--- src/rtl/cordic_pkg.sv ---
// cordic_pkg: shared FSM encoding, CORDIC gain and arctangent constants (32 fractional bits)
package cordic_pkg;

   typedef enum logic [1:0] {IDLE, ROTATE, DONE} state_t;

   localparam logic [31:0] K_Q32 = 32'h9B74EDA8;

   localparam logic [31:0] ATAN_Q32 [32] = '{
      32'hC90FDAA2, 32'h76B19C16, 32'h3EB6EBF2, 32'h1FD5BA9B,
      32'h0FFAADDC, 32'h07FF556F, 32'h03FFEAAB, 32'h01FFFD55,
      32'h00FFFFAB, 32'h007FFFF5, 32'h003FFFFF, 32'h00200000,
      32'h00100000, 32'h00080000, 32'h00040000, 32'h00020000,
      32'h00010000, 32'h00008000, 32'h00004000, 32'h00002000,
      32'h00001000, 32'h00000800, 32'h00000400, 32'h00000200,
      32'h00000100, 32'h00000080, 32'h00000040, 32'h00000020,
      32'h00000010, 32'h00000008, 32'h00000004, 32'h00000002
   };

   // Round-to-nearest rescale of a Q32 fraction to frac fractional bits
   function automatic logic [63:0] q32_round(input logic [31:0] v, input int frac);
      logic [63:0] w;
      w = {32'd0, v};
      if (frac >= 32) return w << (frac - 32);
      return (w + (64'd1 << (31 - frac))) >> (32 - frac);
   endfunction

endpackage

--- src/rtl/cordic_atan_rom.sv ---
// cordic_atan_rom: atan(2^-idx) in the unit's fixed-point format, built at elaboration
module cordic_atan_rom
   import cordic_pkg::*;
#(
   parameter int WIDTH = 24
) (
   input  logic [4:0]       idx,
   output logic [WIDTH+1:0] atan
);

   logic [WIDTH+1:0] rom [32];

   for (genvar g = 0; g < 32; g++) begin : g_rom
      localparam logic [63:0] V = q32_round(ATAN_Q32[g], WIDTH - 2);
      assign rom[g] = V[WIDTH+1:0];
   end

   assign atan = rom[idx];

endmodule

--- src/rtl/cordic_cos_unit.sv ---
// cordic_cos_unit: iterative rotation-mode CORDIC returning cos/sin of a clamped Q2 angle,
// one micro-rotation per cycle behind a valid/ready handshake on each side.
module cordic_cos_unit
   import cordic_pkg::*;
#(
   parameter int WIDTH      = 24,
   parameter int ITERATIONS = 20
) (
   input  logic             clk,
   input  logic             reset_n,
   input  logic             in_valid,
   output logic             in_ready,
   input  logic [WIDTH-1:0] in_angle,
   output logic             out_valid,
   input  logic             out_ready,
   output logic [WIDTH-1:0] out_cos,
   output logic [WIDTH-1:0] out_sin,
   output logic             out_sat
);

   localparam int W = WIDTH + 2;
   localparam logic [63:0] K_FULL = q32_round(K_Q32, WIDTH - 2);
   localparam logic signed [W-1:0] K = K_FULL[W-1:0];
   localparam logic signed [WIDTH-1:0] ONE = {2'b01, {(WIDTH-2){1'b0}}};
   localparam logic signed [WIDTH-1:0] MAX = {1'b0, {(WIDTH-1){1'b1}}};
   localparam logic signed [W-1:0] WMAX = {3'b000, {(WIDTH-1){1'b1}}};

   if (ITERATIONS < 4 || ITERATIONS > WIDTH - 2 || WIDTH > 34) begin : g_bad_params
      $error("cordic_cos_unit: ITERATIONS must lie in 4..WIDTH-2 and WIDTH must not exceed 34");
   end

   state_t state, state_nx;
   logic signed [W-1:0] x, y, z, x_nx, y_nx, z_nx, xs, ys, atan_i;
   logic signed [WIDTH-1:0] ang, ang_c;
   logic [4:0] cnt;
   logic hi, lo, neg, last, sat;

   function automatic logic [WIDTH-1:0] trunc_sat(input logic signed [W-1:0] v);
      return v > WMAX ? MAX : v < -WMAX ? -MAX : v[WIDTH-1:0];
   endfunction

   cordic_atan_rom #(.WIDTH(WIDTH)) u_rom (
      .idx  (cnt),
      .atan (atan_i)
   );

   assign ang   = $signed(in_angle);
   assign hi    = ang > ONE;
   assign lo    = ang < -ONE;
   assign ang_c = hi ? ONE : lo ? -ONE : ang;

   // Direction follows the sign of the residual angle
   assign neg  = z[W-1];
   assign xs   = x >>> cnt;
   assign ys   = y >>> cnt;
   assign x_nx = neg ? x + ys : x - ys;
   assign y_nx = neg ? y - xs : y + xs;
   assign z_nx = neg ? z + atan_i : z - atan_i;
   assign last = cnt == 5'(ITERATIONS - 1);

   always_comb begin
      state_nx  = state;
      in_ready  = state == IDLE;
      out_valid = state == DONE;
      if (in_ready && in_valid) state_nx = ROTATE;
      else if (state == ROTATE && last) state_nx = DONE;
      else if (out_valid && out_ready) state_nx = IDLE;
   end

   always_ff @(posedge clk or negedge reset_n) begin
      if (!reset_n) begin
         state   <= IDLE;
         x       <= '0;
         y       <= '0;
         z       <= '0;
         cnt     <= '0;
         sat     <= 1'b0;
         out_cos <= '0;
         out_sin <= '0;
         out_sat <= 1'b0;
      end else begin
         state <= state_nx;
         if (state == IDLE && in_valid) begin
            x   <= K;
            y   <= '0;
            z   <= {{2{ang_c[WIDTH-1]}}, ang_c};
            cnt <= '0;
            sat <= hi || lo;
         end else if (state == ROTATE) begin
            x   <= x_nx;
            y   <= y_nx;
            z   <= z_nx;
            cnt <= cnt + 5'd1;
            // Results are published on the final rotation edge, together with the move to DONE
            if (last) begin
               out_cos <= trunc_sat(x_nx);
               out_sin <= trunc_sat(y_nx);
               out_sat <= sat;
            end
         end
      end
   end

endmodule

--- config.mk ---
export PLATFORM = sky130hd
export DESIGN_NAME = cordic_cos_unit
export DESIGN_NICKNAME = d
export VERILOG_FILES = /design/src/rtl/cordic_pkg.sv /design/src/rtl/cordic_atan_rom.sv /design/src/rtl/cordic_cos_unit.sv
export SDC_FILE = /design/constraint.sdc
export NUM_CORES = 1
export LEC_CHECK = 0
export ABC_CLOCK_PERIOD_IN_PS = 8800
export BUFFER_PORTS_ARGS = -buffer_cell sky130_fd_sc_hd__buf_2
export CAP_MARGIN = 10
export CELL_PAD_IN_SITES_DETAIL_PLACEMENT = 1
export CELL_PAD_IN_SITES_GLOBAL_PLACEMENT = 2
export CORE_MARGIN = 2
export CORE_UTILIZATION = 39
export DETAILED_ROUTE_END_ITERATION = 8
export PLACE_DENSITY_LB_ADDON = 0.1
export SKIP_CTS_REPAIR_TIMING = 1
export SLEW_MARGIN = 30
export SYNTH_ARGS = -nofsm -noshare
export SYNTH_HDL_FRONTEND = slang
export SYNTH_SLANG_ARGS = --single-unit
--- constraint.sdc ---
create_clock -name clk -period 8.8 [get_ports clk]
set_clock_uncertainty 0.1 [all_clocks]
set_input_delay 0.44 -clock clk [delete_from_list [all_inputs] [get_ports clk]]
set_output_delay 0.44 -clock clk [all_outputs]
set_load 0.1 [all_outputs]
==> summary.md, run 1 <==
| Metric | Value |
|---|---|
| Status | `finished, final reports clean` |
| Detailed-route via count | `14.1k` |
| Final WL | `53.5 mm` |
| Vias per Instance | `6.32` |
| Leading area contributor after synthesis | `dfrtp_1` |
| Most common cell in the netlist | `nand2_1` |
| First-pass GRT wire length | `about 85 mm` |
| Critical Path End Type | `register` |
| GRT Util Overall | `0.284` |
| CP startpoint | `cnt[0]` |
| Final hold slack | `0.110 ns` |
| Clk sinks | `approximately 140` |
| Most used DFF post-synth | `dfrtp_1` |
| Max VDD drop | `0.123 mV` |
| Clock Path Buffers | `2` |
| RSZ-0062 raised after global routing | `no` |
| FF+latch count, synth | `135` |
| Reg2reg start | `cnt[0]` |
| Minimum clock period | `8.01 ns` |
| WP data arrival | `about 8.3 ns` |
| Worst-path maximum fanout | `32` |
| Nets | `about 1.9k` |
| Avg WL per Cell | `23.9 um` |
| Worst Setup Start Kind | `register` |
| R2R setup slack | `between 0.7 and 0.8 ns` |
| Share of the synthesized area in the top cell type | `0.232` |
| R2r worst-path depth | `23` |
| Power per cell area | `~87 nW/um^2` |
| Mean post-synth cell area | `8.39 um^2` |
| Post-synth top cells | `nand2_1, nor2_1, o21ai_0` |
| Area occupied by multi-input gates | `about 10000 um^2` |
| Hold WC Path Type | `input pin to register` |
| I/O pin count | `79` |
| CTS tree | `built` |
| Synthesized area | `14500 um^2` |
| DIE WIDTH | `a little under 200 um` |
| Tcrit/Tclk final | `0.910` |
| Core Box Area | `36700 um^2` |
| Asr flop ratio synth | `1.00` |
| Die H | `197 um` |
| WS Path Type | `register to register` |
| Synth warnings | `0` |
| Slew HR | `0.359` |
| Clock-pin slew on the worst setup and hold paths | `0.07 ns` |
| RePlAce Congestion | `between 0.8 and 0.9` |
| Final max-slew violation count | `0` |
| Top post-synthesis cells by area | `dfrtp_1, ha_1, mux4_2, o21ai_0, nand2_1` |
| Clk Latency, worst-skew pair | `0.48 ns` |
| Vias in the first global route | `~15k` |
| DRT Pass-1 Iters | `6` |
| Worst-Margin Slew | `about 0.96 ns` |
| Die ar. | `38900 um^2` |
| Number of flops mapped to enable cells by yosys | `0` |
| Final Hold Vio Count | `0` |
| CTS Root Cell | `clkbuf_16` |
| # setup viols final | `0` |
| Drt drc | `0` |
| Initial antenna violation count | `1` |
| Initial Utilization | `0.396` |
| Achievable frequency | `0.125 GHz` |
| Detailed placement HPWL | `39.6 mm` |
| H-tree depth | `4` |
| Fillers | `between 4k and 5k` |
| Largest net degree at the start of global routing | `86` |
| Gr ovfl total | `0` |
| Register area | `3390 um^2` |
| Max cap viols | `0` |
| DRT iter0 DRCs | `936` |
| Netlist cell types | `between 90 and 100` |
| Layout cell share with drive strength beyond 1 | `0.141` |
| Static leakage | `0.00694 uW` |
| Post-route setup TNS | `0 ns` |
| Synthesized netlist cell count | `1733` |
| Routed Antenna Nets | `0` |
| Sequential area share after synthesis | `0.232` |
| WP data required | `9.07 ns` |
| Worst r2r dst | `out_cos[22]` |
| Critical Path Sink | `out_cos[22]` |
| Num CTS Buffers | `17` |
| Layout area overhead | `8.96%` |
| Std-Cell Rows | `70` |
| Port buffer count | `78` |
| Post-Synthesis Net Count | `1856` |
cells in the final DEF, fill, tap and decap left out, drive strengths merged, types with 20 or more instances in the layout:
master  instances
nand3          52
a21o           20
inv            52
nor2b          20
o22ai          35
nor2          153
a31oi          24
mux2i          42
a211oi         22
ha             92
buf           106
nand2         167
xnor2          71
dfrtp         135
mux4           51
a21oi         124
xor2           45
nor3           34
a221o          26
o21ai         142
how the worst min path moves through the flow:
stage                     cells past startpoint    endpoint         start
after floorplan                               0      cnt[0]       reset_n
after global placement                        2  out_cos[1]    out_cos[1]
after detailed placement                      2     out_sat       out_sat
after CTS                                     1        y[8]       reset_n
after global routing                          3       z[17]  in_angle[17]
final                                         3       z[17]  in_angle[17]
metrics by stage:
| stage | instance area [um^2] | setup WS (ns) | std cells | power [uW] | utilization |
|---|---|---|---|---|---|
| finish | 15800 | 0.793 | 2237 | 1380 | 0.432 |
| global route | 15800 | 0.0918 | 2236 | 1430 | 0.432 |
| CTS | 15800 | 0.679 | 2234 | 1400 | 0.430 |
| detailed placement | 15200 | 0.717 | 2202 | 658 | 0.415 |
| global placement | 15200 | 0.947 | 2202 | 658 | 0.415 |
| floorplan | 14500 | 2.56 | 1733 | 634 | - |
report_power, final:
| group | total [uW] | internal, uW | switching [uW] |
|---|---|---|---|
| sequential | 621 | 621 | 0 |
| combinational | 25.1 | 5.93 | 19.2 |
| clock | 735 | 418 | 318 |
| total | 1380 | 1040 | 337 |
per-layer routing:
metal  track usage  wire length [um]
met3        0.0389              2230
met2         0.463             25200
met4         0.101              1390
met1         0.385             24700
met5             0                 0
cell type report:
cell class / count / area share
Clock buffer: 18 / 0.0271
Tap cell: 468 / 0.0369
Sequential cell: 135 / 0.214
Clock inverter: 14 / 0.00963
Antenna cell: 1 / 0.000158
Multi-Input combinational cell: 1441 / 0.659
Inverter: 53 / 0.0126
Timing Repair Buffer: 107 / 0.0404
cells by family after synthesis:
group / after synthesis / share of synthesized area
and+or+nand+nor: 556 / 0.184
DFF: 135 / 0.232
adders and majority gates: 95 / 0.0833
muxes: 111 / 0.123
xor gates and xnor gates: 116 / 0.0709
AOI/OAI and AO/OA: 563 / 0.256
buffers and inverters: 157 / 0.0520
registers in the layout, summed over array words and instances, names as in the netlist:
register	cells
x	26
y	26
z	26
out_cos	24
out_sin	24
cnt	5
state	2
out_sat	1
sat	1
critical path, cell delays in order (launching register included):
cell       delay (ns)
dfrtp_2          0.71
buf_4            0.36
buf_4            0.22
nor4_1           0.65
mux2i_1          0.44
nor2_1           0.15
a31o_2           0.27
nor2_1           0.17
a41o_1           0.30
o2111a_1         0.33
nand2_1          0.13
nor3_1           0.19
a21oi_1          0.06
o21ai_0          0.12
ha_1             0.38
a21oi_1          0.19
o21ai_0          0.16
a2111oi_0        0.82
o311ai_0         0.34
a21o_1           0.25
a21oi_1          0.35
or3_1            0.17
nand3_1          0.62
o22ai_1          0.41
(Power assumes the default switching activity.)
==> inputs of run 2 (changes only) <==
--- a/config.mk
+++ b/config.mk
@@ -11,7 +11,9 @@
 export CELL_PAD_IN_SITES_DETAIL_PLACEMENT = 1
 export CELL_PAD_IN_SITES_GLOBAL_PLACEMENT = 2
 export CORE_MARGIN = 2
-export CORE_UTILIZATION = 39
+export CORE_UTILIZATION = 40
+export CTS_BUF_LIST = sky130_fd_sc_hd__clkbuf_4
+export CTS_CLUSTER_SIZE = 24
 export DETAILED_ROUTE_END_ITERATION = 8
 export PLACE_DENSITY_LB_ADDON = 0.1
 export SKIP_CTS_REPAIR_TIMING = 1
==> summary.md, run 2 (synthesis gave the netlist of run 1 again) <==
| Metric | Value |
|---|---|
| Critical path's slowest cell | `dfrtp_4` |
| Clock Path Buffers | `2` |
| WS Path Type | `register to register` |
| Clk Latency, worst-skew pair | `0.64 ns` |
| Met1 WL | `about 25 mm` |
| Fillers | `4326` |
| DRT Pass-1 Iters | `5` |
| Regs by FF count | `x (26), y (26), z (26)` |
| Top delay family on crit path | `compound AO/OA/AOI/OAI gates` |
| Die H | `195 um` |
| Vias in the first global route | `around 14k` |
| Slew HR | `0.389` |
| DIE WIDTH | `between 150 and 200 um` |
| Avg WL per Cell | `23.5 um` |
| CTS Root Cell | `clkbuf_4` |
| Status | `finished, final reports clean` |
| RePlAce Congestion | `0.938` |
| Max incr delay on CP | `0.97 ns` |
| Routed Antenna Nets | `0` |
| CTS tree | `built` |
| First-pass GRT wire length | `~83 mm` |
| Layout cell share with drive strength beyond 1 | `0.137` |
| Max Used Layer | `met4` |
| DRT iter0 DRCs | `between 1k and 1.5k` |
| Vias per Instance | `between 6 and 7` |
| Final hold slack | `about 0.14 ns` |
| # setup viols final | `0` |
| Core Box Area | `between 30000 and 40000 um^2` |
| Power per cell area | `67.5 nW/um^2` |
| Met2 wire length | `24.7 mm` |
| Die ar. | `37900 um^2` |
| Minimum clock period | `7.93 ns` |
| Register area | `3390 um^2` |
| Reg2reg start | `cnt[1]` |
| Final max-slew violation count | `0` |
| Crit-path cells | `mux4_2, mux2i_2, o221ai_1, a2111oi_1, nand4_1, nor2_1, a21oi_1, xor2_1, ha_1, inv_1, nor3_1, o2111ai_1, a211oi_1, or4_1, nand3_1, nor4_1, nand4b_1, o41ai_1, mux2i_1, a31oi_1` |
| Max VDD drop | `0.0728 mV` |
| Static leakage | `0.00687 uW` |
| Layout area overhead | `7.84%` |
| Initial Utilization | `0.408` |
| Clock-pin slew on the worst setup and hold paths | `0.14 ns` |
| Worst-Margin Slew | `0.916 ns` |
| RSZ-0062 raised after global routing | `no` |
| Drt drc | `0` |
| Worst-path maximum fanout | `55` |
| Largest net degree at the start of global routing | `87` |
| Detailed placement HPWL | `between 30 and 40 mm` |
| Tcrit/Tclk final | `0.901` |
| Achievable frequency | `0.126 GHz` |
| Nets | `roughly 1.9k` |
| Critical Path End Type | `register` |
| Post-route setup TNS | `0 ns` |
| Final Hold Vio Count | `0` |
| Gr ovfl total | `0` |
| I/O pin count | `79` |
| Hold_sp | `in_angle[23]` |
| Std-Cell Rows | `69` |
| Port buffer count | `78` |
| Worst Setup Start Kind | `register` |
| DR WL met3 | `2.38 mm` |
| CP bufs+invs | `1` |
| H-tree depth | `4` |
| Initial antenna violation count | `3` |
| WP data required | `9.26 ns` |
| Hold WC Path Type | `input pin to register` |
| Num CTS Buffers | `17` |
| Final WL | `52.9 mm` |
| Detailed-route via count | `about 14k` |
| CP startpoint | `cnt[1]` |
| Clk sinks | `roughly 140` |
| Commonest non-fill, non-tap cell in the layout | `nand2_1` |
| WP data arrival | `8.38 ns` |
| GRT Util Overall | `0.279` |
| Most frequent cells in the layout | `nand2_1, nor2_1, o21ai_0` |
| Max cap viols | `0` |
| Area occupied by multi-input gates | `roughly 10000 um^2` |
[run 2: layout make-up]
type                            instances  area share
Multi-Input combinational cell       1441       0.667
Tap cell                              461      0.0368
Clock buffer                           19     0.00909
Sequential cell                       135       0.216
Antenna cell                            1    0.000160
Inverter                               53      0.0127
Timing Repair Buffer                  128      0.0533
Clock inverter                         11     0.00550
[run 2: layer usage]
layer / vias up / global-route usage
met5: - / 0
met4: 0 / 0.0721
met3: 52 / 0.0396
met2: 336 / 0.453
met1: 7065 / 0.389
li1: 6584 / -
[run 2: per-stage QoR]
| step | cells | util | worst slack [ns] | total power (uW) | cell area, um^2 |
|---|---|---|---|---|---|
| 4_1_cts | 2224 | 0.433 | 0.807 | 1070 | 15400 |
| 3_3_place_gp | 2194 | 0.426 | 0.956 | 658 | 15200 |
| 5_1_grt | 2249 | 0.440 | 0.275 | 1100 | 15700 |
| 3_5_place_dp | 2194 | 0.426 | 0.865 | 658 | 15200 |
| 2_1_floorplan | 1733 | - | 2.56 | 634 | 14500 |
| 6_report | 2249 | 0.440 | 0.873 | 1060 | 15700 |
[run 2: report_power, final]
group          internal (uW)  total (uW)  switching [uW]  leakage [uW]
combinational           12.6        33.7            21.2       0.00516
clock                    139         405             266      0.000129
sequential               620         620               0       0.00159
[run 2: path summary, 6_finish.rpt]
kind / endpoint / slack (ns) / depth (start not counted)
setup / recovery: out_sin[0] / 0.87 / 20
hold / removal: z[23] / 0.14 / 3
setup reg to reg: out_sin[0] / 0.87 / 20
hold reg to reg: out_sat / 0.40 / 2
max in group asynchronous: cnt[0] / 6.94 / 3
min in group asynchronous: out_sin[1] / 0.28 / 2
[run 2: worst register-to-register path: stages, from the launching register on]
cell and delay, ns:
dfrtp_4 0.97, mux4_2 0.66, mux2i_2 0.46, o221ai_1 0.27, a2111oi_1 0.56, nand4_1 0.36
nor2_1 0.23, a21oi_1 0.10, xor2_1 0.17, ha_1 0.40, inv_1 0.13, nor3_1 0.32
o2111ai_1 0.35, a211oi_1 0.56, or4_1 0.20, nand3_1 0.16, nor4_1 0.32, nand4b_1 0.15
o41ai_1 0.66, mux2i_1 0.45, a31oi_1 0.28
==> inputs of run 3 (changes only) <==
--- a/config.mk
+++ b/config.mk
@@ -5,7 +5,7 @@
 export SDC_FILE = /design/constraint.sdc
 export NUM_CORES = 1
 export LEC_CHECK = 0
-export ABC_CLOCK_PERIOD_IN_PS = 8800
+export ABC_CLOCK_PERIOD_IN_PS = 8029
 export BUFFER_PORTS_ARGS = -buffer_cell sky130_fd_sc_hd__buf_2
 export CAP_MARGIN = 10
 export CELL_PAD_IN_SITES_DETAIL_PLACEMENT = 1
==> constraint.sdc (replaced) <==
create_clock -name clk -period 8.03 [get_ports clk]
set_clock_uncertainty 0.1 [all_clocks]
set_input_delay 0.4015 -clock clk [delete_from_list [all_inputs] [get_ports clk]]
set_output_delay 0.4015 -clock clk [all_outputs]
set_load 0.1 [all_outputs]
==> summary.md, run 3 (synthesis gave the netlist of run 1 again) <==
| Metric | Value |
|---|---|
| # setup viols final | `0` |
| Clk Latency, worst-skew pair | `0.67 ns` |
| DRT Pass-1 Iters | `5` |
| Detailed placement HPWL | `40.2 mm` |
| Slew HR | `0.412` |
| First-pass GRT wire length | `83.7 mm` |
| Max incr delay on CP | `about 0.81 ns` |
| Clock-pin slew on the worst setup and hold paths | `0.13 ns` |
| Core Box Area | `35700 um^2` |
| Clk sinks | `approximately 140` |
| DP Area | `15300 um^2` |
| WP data arrival | `7.99 ns` |
| Vias per Instance | `around 6.3` |
| Std-Cell Rows | `69` |
| Static leakage | `0.00696 uW` |
| RePlAce Congestion | `approximately 0.91` |
| Initial Utilization | `0.408` |
| Crit-path cells | `buf_4, mux4_2, a221oi_1, o221ai_1, a2111oi_1, nand4_1, nor2_1, a21oi_1, xor2_1, ha_1, inv_1, nor3_1, o2111ai_1, nand2_1, o2bb2ai_1, a31oi_1, nor4_1, nand4b_1, o41ai_1, a21oi_4, a221o_1` |
| Met1 WL | `24.4 mm` |
| WP data required | `8.46 ns` |
| RSZ-0062 raised after global routing | `no` |
| Status | `finished, final reports clean` |
| Regs by FF count | `x (26), y (26), z (26)` |
| Largest net degree at the start of global routing | `87` |
| Nets | `around 1.9k` |
| Die ar. | `roughly 38000 um^2` |
| I/O pin count | `79` |
| Max cap viols | `0` |
| Critical Path End Type | `register` |
| Layout cell share with drive strength beyond 1 | `0.144` |
| Hold WC Path Type | `input pin to register` |
| Max VDD drop | `0.0873 mV` |
| CTS Root Cell | `clkbuf_4` |
| Worst-path maximum fanout | `32` |
| Met2 wire length | `between 20 and 30 mm` |
| Design Area, Final | `15800 um^2` |
| Vias in the first global route | `14.5k` |
| Final WL | `53.7 mm` |
| Final max-slew violation count | `0` |
| Drt drc | `0` |
| Worst Setup Start Kind | `register` |
| DIE WIDTH | `195 um` |
| Avg WL per Cell | `23.7 um` |
| Minimum clock period | `7.56 ns` |
| Clock Path Buffers | `2` |
| WS Path Type | `register to register` |
| GRT Util Overall | `0.282` |
| DRT iter0 DRCs | `986` |
| Critical path's slowest cell | `dfrtp_4` |
| DR WL met3 | `2.48 mm` |
| Tcrit/Tclk final | `0.941` |
| Initial antenna violation count | `2` |
| Worst-Margin Slew | `about 0.88 ns` |
| Post-route setup TNS | `0 ns` |
| Routed Antenna Nets | `0` |
| Port buffer count | `78` |
| Num CTS Buffers | `17` |
| Achievable frequency | `0.132 GHz` |
| Max Used Layer | `met4` |
| Layout area overhead | `8.93%` |
| Final Hold Vio Count | `0` |
| Most frequent cells in the layout | `nand2_1, nor2_1, o21ai_0` |
| Gr ovfl total | `0` |
| CTS tree | `built` |
| Commonest non-fill, non-tap cell in the layout | `nand2_1` |
| H-tree depth | `4` |
| Power per cell area | `around 76 nW/um^2` |
| Detailed-route via count | `approximately 14k` |
| Die H | `195 um` |
-- run 3: cell types whose count changed in the layout (fill, tap and decap cells not counted), sizes merged --
cell	delta
buf	+12
bufinv	+1
clkinv	-2
inv	+2
-- run 3: through the flow --
stage | instances | total power (uW) | hold WS, ns | utilization | setup WS [ns]
floorplan | 1733 | 695 | 0.00591 | - | 1.79
global placement | 2204 | 721 | 0.362 | 0.428 | 0.625
detailed placement | 2204 | 721 | 0.369 | 0.428 | 0.400
CTS | 2235 | 1220 | -0.340 | 0.436 | 0.354
global route | 2262 | 1260 | 0.0352 | 0.444 | 0.00852
finish | 2262 | 1210 | 0.0766 | 0.444 | 0.473
-- run 3: report_power, final --
group,switching [uW],internal [uW],leakage (uW),total [uW]
combinational,22.9,13.8,0.00522,36.7
clock,305,189,0.000147,495
sequential,0,680,0.00159,680
-- run 3: final timing paths --
check	start	endpoint	slack (ns)	cells past startpoint
min in group asynchronous	reset_n	y[12]	0.24	2
max in group asynchronous	reset_n	cnt[0]	6.31	3
max reg2reg	cnt[1]	out_sin[19]	0.47	21
max	cnt[1]	out_sin[19]	0.47	21
min reg2reg	out_cos[1]	out_cos[1]	0.40	2
min	in_angle[23]	z[25]	0.08	3
-- run 3: worst max-delay path, delay by kind of cell, from the launching register on --
kind                       cells  cell delay (ns)
adders and majority gates      1             0.39
and+or+nand+nor                6             1.89
muxes                          1             0.36
DFF                            1             0.81
buffers and inverters          2             0.51
xor gates and xnor gates       1             0.18
AOI/OAI and AO/OA             10             3.16
-- run 3: cell type report --
| type | instances | area [um^2] |
|---|---|---|
| diodes | 1 | 2.50 |
| clock buffers | 19 | 143 |
| clock inverters | 12 | 129 |
| fillers | 4266 | 19800 |
| inverters | 53 | 199 |
| multi-input cells | 1441 | 10500 |
| flip-flops and latches | 135 | 3390 |
| well taps | 461 | 577 |
| repair buffers | 140 | 947 |
-- run 3: routing by layer --
layer / GRT usage / vias up
li1: - / 6620
met1: 0.378 / 7240
met2: 0.477 / 372
met3: 0.0389 / 63
met4: 0.0755 / 0
met5: 0 / -
